--- src/rtl/seq_divider.sv ---
// seq_divider: multi-cycle radix-2 restoring divider, one quotient bit per clock.
// Signed/unsigned operation, truncating quotient, remainder carries the dividend's sign,
// optional fixed-point quotient bits and a defined divide-by-zero result.
// Optional feature macro: SEQ_DIV_DBZ_FLAG_EN adds the registered div_by_zero output.
module seq_divider #(
  parameter int C_WIDTH     = 32,
  parameter int FIXED_POINT = 0,
  parameter int USE_CLA     = 1
) (
  input  logic               ctl_clk,
  input  logic               reset,
  input  logic [C_WIDTH-1:0] a,
  input  logic [C_WIDTH-1:0] b,
  input  logic               signed_cal,
  input  logic               trigger,
  output logic               ready,
  output logic               done,
  output logic [C_WIDTH-1:0] q,
  output logic [C_WIDTH-1:0] r
`ifdef SEQ_DIV_DBZ_FLAG_EN
  ,
  output logic               div_by_zero
`endif
);

  localparam int N  = C_WIDTH + FIXED_POINT;
  localparam int DW = N;
  localparam int SW = C_WIDTH + 1;
  localparam int CW = $clog2(N + 1);

  typedef enum logic [1:0] {IDLE, CALC, FIX, DONE} state_t;

  state_t             state, state_next;
  logic [CW-1:0]      cnt;
  logic [C_WIDTH-1:0] rem;
  logic [DW-1:0]      quo;
  logic [C_WIDTH-1:0] b_mag_r;
  logic [C_WIDTH-1:0] a_raw;
  logic               sign_q, sign_r, b_zero;
  logic               accept;
  logic [C_WIDTH-1:0] a_mag, b_mag;
  logic [SW-1:0]      trial_a, trial_b, trial_diff;
  logic               trial_ok;
  logic [C_WIDTH-1:0] rem_next;
  logic               unused_diff_msb;

  // The dividend is pre-shifted into the quotient register so fractional bits come for free.
  assign a_mag  = (signed_cal && a[C_WIDTH-1]) ? (~a + 1'b1) : a;
  assign b_mag  = (signed_cal && b[C_WIDTH-1]) ? (~b + 1'b1) : b;
  assign accept = ready && trigger;

  // Trial subtraction: {rem, next dividend bit} - |b|, carry out means no borrow.
  assign trial_a = {rem, quo[DW-1]};
  assign trial_b = ~{1'b0, b_mag_r};

  generate
    if (USE_CLA != 0) begin : g_cla
      assign {trial_ok, trial_diff} = {1'b0, trial_a} + {1'b0, trial_b} + {{SW{1'b0}}, 1'b1};
    end else begin : g_rca
      logic [SW:0] c;
      assign c[0] = 1'b1;
      for (genvar i = 0; i < SW; i++) begin : g_bit
        assign trial_diff[i] = trial_a[i] ^ trial_b[i] ^ c[i];
        assign c[i+1]        = (trial_a[i] & trial_b[i]) | (c[i] & (trial_a[i] ^ trial_b[i]));
      end
      assign trial_ok = c[SW];
    end
  endgenerate

  // A successful subtraction always leaves a value below |b|, so the top bit is never needed.
  assign rem_next        = trial_ok ? trial_diff[C_WIDTH-1:0] : trial_a[C_WIDTH-1:0];
  assign unused_diff_msb = trial_diff[SW-1];

  // State register.
  always_ff @(posedge ctl_clk or negedge reset) begin
    if (!reset) state <= IDLE;
    else        state <= state_next;
  end

  // Next-state and handshake decode; ready/done depend on state only.
  always_comb begin
    state_next = state;
    ready      = 1'b0;
    done       = 1'b0;
    case (state)
      IDLE: begin
        ready = 1'b1;
        if (trigger) state_next = CALC;
      end
      CALC: begin
        if (cnt == CW'(1)) state_next = FIX;
      end
      FIX: begin
        state_next = DONE;
      end
      DONE: begin
        ready      = 1'b1;
        done       = 1'b1;
        state_next = trigger ? CALC : IDLE;
      end
      default: state_next = IDLE;
    endcase
  end

  // Datapath: operand capture on accept, one restoring step per CALC cycle, sign fix-up in FIX.
  always_ff @(posedge ctl_clk or negedge reset) begin
    if (!reset) begin
      cnt     <= '0;
      rem     <= '0;
      quo     <= '0;
      b_mag_r <= '0;
      a_raw   <= '0;
      sign_q  <= 1'b0;
      sign_r  <= 1'b0;
      b_zero  <= 1'b0;
      q       <= '0;
      r       <= '0;
`ifdef SEQ_DIV_DBZ_FLAG_EN
      div_by_zero <= 1'b0;
`endif
    end else if (accept) begin
      cnt     <= CW'(N);
      rem     <= '0;
      quo     <= DW'(a_mag) << FIXED_POINT;
      b_mag_r <= b_mag;
      a_raw   <= a;
      sign_q  <= (a[C_WIDTH-1] ^ b[C_WIDTH-1]) & signed_cal;
      sign_r  <= a[C_WIDTH-1] & signed_cal;
      b_zero  <= (b == '0);
`ifdef SEQ_DIV_DBZ_FLAG_EN
      div_by_zero <= 1'b0;
`endif
    end else if (state == CALC) begin
      rem <= rem_next;
      quo <= {quo[DW-2:0], trial_ok};
      cnt <= cnt - CW'(1);
    end else if (state == FIX) begin
      if (b_zero) begin
        q <= '1;
        r <= a_raw;
      end else begin
        q <= sign_q ? (~quo[C_WIDTH-1:0] + 1'b1) : quo[C_WIDTH-1:0];
        r <= sign_r ? (~rem + 1'b1) : rem;
      end
`ifdef SEQ_DIV_DBZ_FLAG_EN
      div_by_zero <= b_zero;
`endif
    end
  end

endmodule
--- config.mk ---
export PLATFORM = sky130hd
export DESIGN_NAME = seq_divider
export DESIGN_NICKNAME = d
export VERILOG_FILES = /design/src/rtl/seq_divider.sv
export SDC_FILE = /design/constraint.sdc
export NUM_CORES = 1
export LEC_CHECK = 0
export ABC_AREA = 1
export CAP_MARGIN = 5
export CORE_MARGIN = 8
export CORE_UTILIZATION = 33
export DETAILED_ROUTE_END_ITERATION = 6
export PLACE_DENSITY_LB_ADDON = 0.08
export SLEW_MARGIN = 40
export SYNTH_ARGS = -nofsm -noshare
export SYNTH_HDL_FRONTEND = slang
export SYNTH_SLANG_ARGS = --single-unit
--- constraint.sdc ---
create_clock -name ctl_clk -period 1.8 [get_ports ctl_clk]
set_input_delay 0.36 -clock ctl_clk [delete_from_list [all_inputs] [get_ports ctl_clk]]
set_output_delay 0.36 -clock ctl_clk [all_outputs]
set_load 0.02 [all_outputs]
# Yosys cells after proc, flatten, opt, wreduce, memory -nomap -nowiden
# Cells that the tools add are included.
[totals]
word_cells = 62
reg_bits = 203
input_bits = 68
[op_classes]
eq_ne = 6
muxes = 19
add_sub_neg = 7
bitwise_logic = 10
n_reduce_logical = 9
[op_table]
columns = ["cell", "count"]
rows = [
  ["$mux 32", 11],
  ["$add 32x1->32 const B", 4],
  ["$not 32->32", 4],
  ["$add 33x33->34", 1],
  ["$add 34x1->34 const B", 1],
  ["$not 32->33", 1],
  ["$logic_not 32->1", 1],
  ["$mux 6", 2],
  ["$pmux 2 s4", 1],
  ["$eq 6x1->1 const B", 1],
  ["$sub 6x1->6 const B", 1],
  ["$eq 2x2->1 const B", 2],
  ["$mux 2", 2],
  ["$ne 2x2->1 const B", 2],
  ["$logic_and 1x1->1", 3],
  ["$mux 1", 3],
  ["$reduce_and 3->1", 1],
  ["$and 1x1->1", 2],
  ["$eq 2x1->1 const B", 1],
  ["$logic_not 2->1", 1],
  ["$not 1->1", 2],
  ["$reduce_and 2->1", 1],
  ["$reduce_bool 2->1", 1],
  ["$reduce_or 2->1", 1],
  ["$xor 1x1->1", 1],
]

# Logic depth before layout (Yosys ltp)
[depth]
word_depth = 6
mapped_depth = 16

# Least setup slack after synthesis
# Ideal clock, no wire load.
[synth_timing]
path_type = "register to register"
startpoint = "reg state[0]"
endpoint = "reg rem[26]"
arrival_ns = 1.962
path_buffers = 2
slack_ns = -0.279
path_stages_with_launch = 13
setup_ns = 0.116
synth_period_minus_slack_ns = 2.079
cell_sequence = "dfrtp_1 > inv_1 > ha_1 > inv_1 > nand2_1 > buf_2 > nand2_1 > clkinv_1 > clkbuf_1 > nand2_1 > nand2_1 > nand2_1 > nand2_1"
[synth_via]
elab_chain_cells = 5
elab_cells_between_ends = 8
[synth_lines]
columns = ["element", "line_no", "source"]
rows = [
  ["start, declared", "33", "state_t state, state_next;"],
  ["start signal, assigned", "77", "else state <= state_next;"],
  ["$eq 2x2->1 / $logic_not 2->1 (equally long branches)", "85", "case (state)"],
  ["$reduce_or 2->1 (no line) (*)", "--", ""],
  ["$mux 1 (*)", "85", ""],
  ["via ready", "16", "output logic ready,"],
  ["$logic_and 1x1->1 (*)", "50", "assign accept = ready && trigger;"],
  ["$mux 32 / $reduce_bool 2->1 (equally long branches)", "--", ""],
  ["end signal, assigned", "134", "rem <= rem_next;"],
  ["end, declared", "35", "logic [C_WIDTH-1:0] rem;"],
]
# Mark *: on every way through the listed nets, which the timed path passes. The rest lies on a longest branch.
# A chain may end at the register's enable or synchronous reset.

# Final worst setup path
[layout_timing]
startpoint = "reg b_mag_r[28]"
endpoint = "reg rem[27]"
[layout_via]
elab_chain_cells = 6
[layout_lines]
columns = ["element", "line_no", "source"]
rows = [
  ["start, declared", "37", "logic [C_WIDTH-1:0] b_mag_r;"],
  ["start signal, assigned", "125", "b_mag_r <= b_mag;"],
  ["$not 32->33", "54", "assign trial_b = ~{1'b0, b_mag_r};"],
  ["$add 33x33->34", "58", "assign {trial_ok, trial_diff} = {1'b0, trial_a} + {1'b0, trial_b} + {{SW{1'b0}}, 1'b1};"],
  ["$add 34x1->34", "58", ""],
  ["$mux 32", "71", "assign rem_next = trial_ok ? trial_diff[C_WIDTH-1:0] : trial_a[C_WIDTH-1:0];"],
  ["$mux 32", "133", "end else if (state == CALC) begin"],
  ["$mux 32", "121", "end else if (accept) begin"],
]
# No other way between the ends. The select of a mux whose other input is x is not followed.

==> impl_metrics.toml <==
[synth]
yosysTopAreaCell = "dfrtp_1"
synth_flop_cell = "dfrtp_1"
syn_area_per_cell_sq_um = 6.48
synth-edff-count = 0
async_flop_share = 1.00
synth_area_sq_um = 14800
yosys.cell_types.count = 48
synth_top_area_share = 0.344
ys_seq_area_frac = 0.344
ys_ff_latch = 203
synth_cells = 2280
netlist_top_cells_area = "dfrtp_1 34%, nand2_1 18%, inv_1 8.7%"
yosys_warnings = 0
synth_nets = 2392

[timing]
rsz0062_at_grt = "yes"
period_minus_slack_ns = 2.07
maxSlewViolCount = 0
finalCritPeriodShare = 1.15
hold_viol = 0
tns_ns = -11.51
fin_ws_ns = -0.275
relSlewSlack = 0.658
worst_clock_skew_ns = 0.0211
fmaxAchievable_ghz = 0.482
worst_pin_slew_ns = 0.507
finalSetupViolCount = 103

[clock_network]
clock_latency_ns = 0.56
cts_buffer_depth = 3
htreeDepth = 1
path_clk_slew_ns = 0.07
cts-buffers-inserted = 26
clkSinkCount = 203
cts_root_buf = "clkbuf_16"
cts_tree = "built"

[cells_and_area]
fillers = 4251
layout_common_cells = "578 x nand2_1, 454 x buf_4, 302 x inv_1, 178 x dfrtp_1, 161 x nand3_1"
diodes = 0
syn_to_final_growth_pct = 70.6
drive_above_1_share = 0.376
fin_area_sq_um = 25200
final_nets = 3046
layout_commonest_cell = "nand2_1"

[floorplan]
start_util = 0.334
coreArea_sq_um = 44200
die_y_microns = 228
num_rows = 77
die-width_microns = 228
top_level_ports = 134
die_area_sq_um = 51800

[placement]
io_buffers = 133
dp_worst_setup_slack_ns = -0.675
hpwl_microns = 48800
placed_cell_area_sq_um = 20800
place_congestion = 0.915

[global_route]
antenna_found_initial = 1
overflow = 0
grt_pass1_wl_microns = 98600
grt_pass1_vias = 17300
grt_max_degree = 58
globalRouteTotalUtil = 0.245

[drt]
drt_first_pass_iters = 5
viasPerCell = 4.92
first_iter_violations = 1246
drc = 0
routed_wl_microns = 65400
final_antenna_net_count = 0
post_drt_wl_per_cell_microns = 18.4
num_vias = 17400

[run_status]
status = "finished, violations left"
violations = "setup timing"

[flow_run]
max_cap_viol_count = 0

[worst_setup_path]
crit_required_ns = 2.24
cp_top_family = "simple AND/OR/NAND/NOR gates"
crit_chain = "inv_4, ha_4, a21oi_4, inv_1, o21ai_2, nand3_2, nor2_8, nand2_8, nand2_8, buf_6, nand2_2, nand2_1, nand2_1"
cp-end-kind = "flop"
slowest_stage = "dfrtp_1"
critPathMaxFanout = 6
worstPathBufferInverterCount = 3
crit_type = "flop to flop"
start_kind = "flop"
critPathMaxStageDelay_ns = 0.40
critPathArrivalTime_ns = 2.52

[power]
irDropWorstVdd_uv = 1090
power_density_nw_per_um2 = 1610
leakagePower_nw = 12.7

[hold_path]
hp-class = "input port to async pin"
## final timing paths
| kind | from | to | slack (ns) | cells after the start |
|---|---|---|---|---|
| setup / recovery | b_mag_r[28] | rem[27] | -0.27 | 13 |
| max in group asynchronous | reset | q[7] | 0.92 | 3 |
| hold reg to reg | r[21] | r[21] | 0.46 | 2 |
| hold / removal | reset | rem[31] | 0.27 | 2 |
| setup reg to reg | b_mag_r[28] | rem[27] | -0.27 | 13 |
| min in group ctl_clk | a[1] | a_raw[1] | 0.31 | 4 |
## where the power goes
part,internal [W],switching [W],leakage (nW)
sequential,0.00650,0.00128,2.50
combinational,0.0127,0.0144,9.72
clock,0.00359,0.00221,0.464
total,0.0227,0.0179,12.7
## layer usage
| metal | part of all wire | global-route usage |
|---|---|---|
| met5 | 0.00017 | 0 |
| met2 | 0.46 | 0.400 |
| met1 | 0.47 | 0.343 |
| met3 | 0.043 | 0.0258 |
| met4 | 0.033 | 0.0650 |
## sequential cells by signal, indices dropped and copies added (netlist names)
register  flops
a_raw        32
b_mag_r      32
q            32
quo          32
r            32
rem          32
cnt           6
state         2
b_zero        1
sign_q        1
sign_r        1
## cell type report
class | count | area [sq um] | area share
well taps | 592 | 741 | 0.0294
inverters | 354 | 1410 | 0.0560
multi-input cells | 1653 | 10500 | 0.416
clock inverters | 14 | 211 | 0.00839
flip-flops and latches | 203 | 5110 | 0.203
clock buffers | 34 | 732 | 0.0290
repair inverters | 1 | 11.3 | 0.000447
repair buffers | 695 | 6500 | 0.258
## synth_stat cells, drive strengths merged (4+ instances only)
master and count:
a21oi 70, a31oi 14, buf 34, clkbuf 36, clkinv 4, dfrtp 203, ha 43, inv 350
nand2 701, nand3 218, nand3b 13, nand4 24, nor2 237, nor3 24, nor4 4, o211ai 10
o21a 7, o21ai 166, o21bai 10, o221ai 8, o22a 7, o22ai 16, o31ai 6, or2 10
xnor2 19, xor2 32
## cells by family after synthesis
| family | count (synthesis) | share of synthesized area |
|---|---|---|
| and+or+nand+nor | 1234 | 0.352 |
| buffers and inverters | 424 | 0.111 |
| AOI/OAI and AO/OA | 324 | 0.125 |
| DFF | 203 | 0.344 |
| xor gates and xnor gates | 51 | 0.0302 |
| adders and majority gates | 44 | 0.0378 |
## stage by stage
step           hold WS (ns)  cells   util  total power [W]
6_report              0.266   3546  0.570           0.0406
5_1_grt               0.280   3546  0.570           0.0431
4_1_cts               0.258   3516  0.535           0.0379
2_1_floorplan        0.0644   2280      -           0.0178
3_5_place_dp          0.259   3410  0.471           0.0281
3_3_place_gp          0.260   3410  0.471           0.0279
## timing repair
item | CTS | global route
resized for setup | 443 | 350
hold endpoints to repair | 29 | 0
cloned | 15 | 5
endpoints found under the setup margin | 191 | 142
hold buffers | 1 | 0
setup buffers | 43 | 41
pin swaps | 84 | 136
Note: power is estimated with default switching activity, not from simulation.
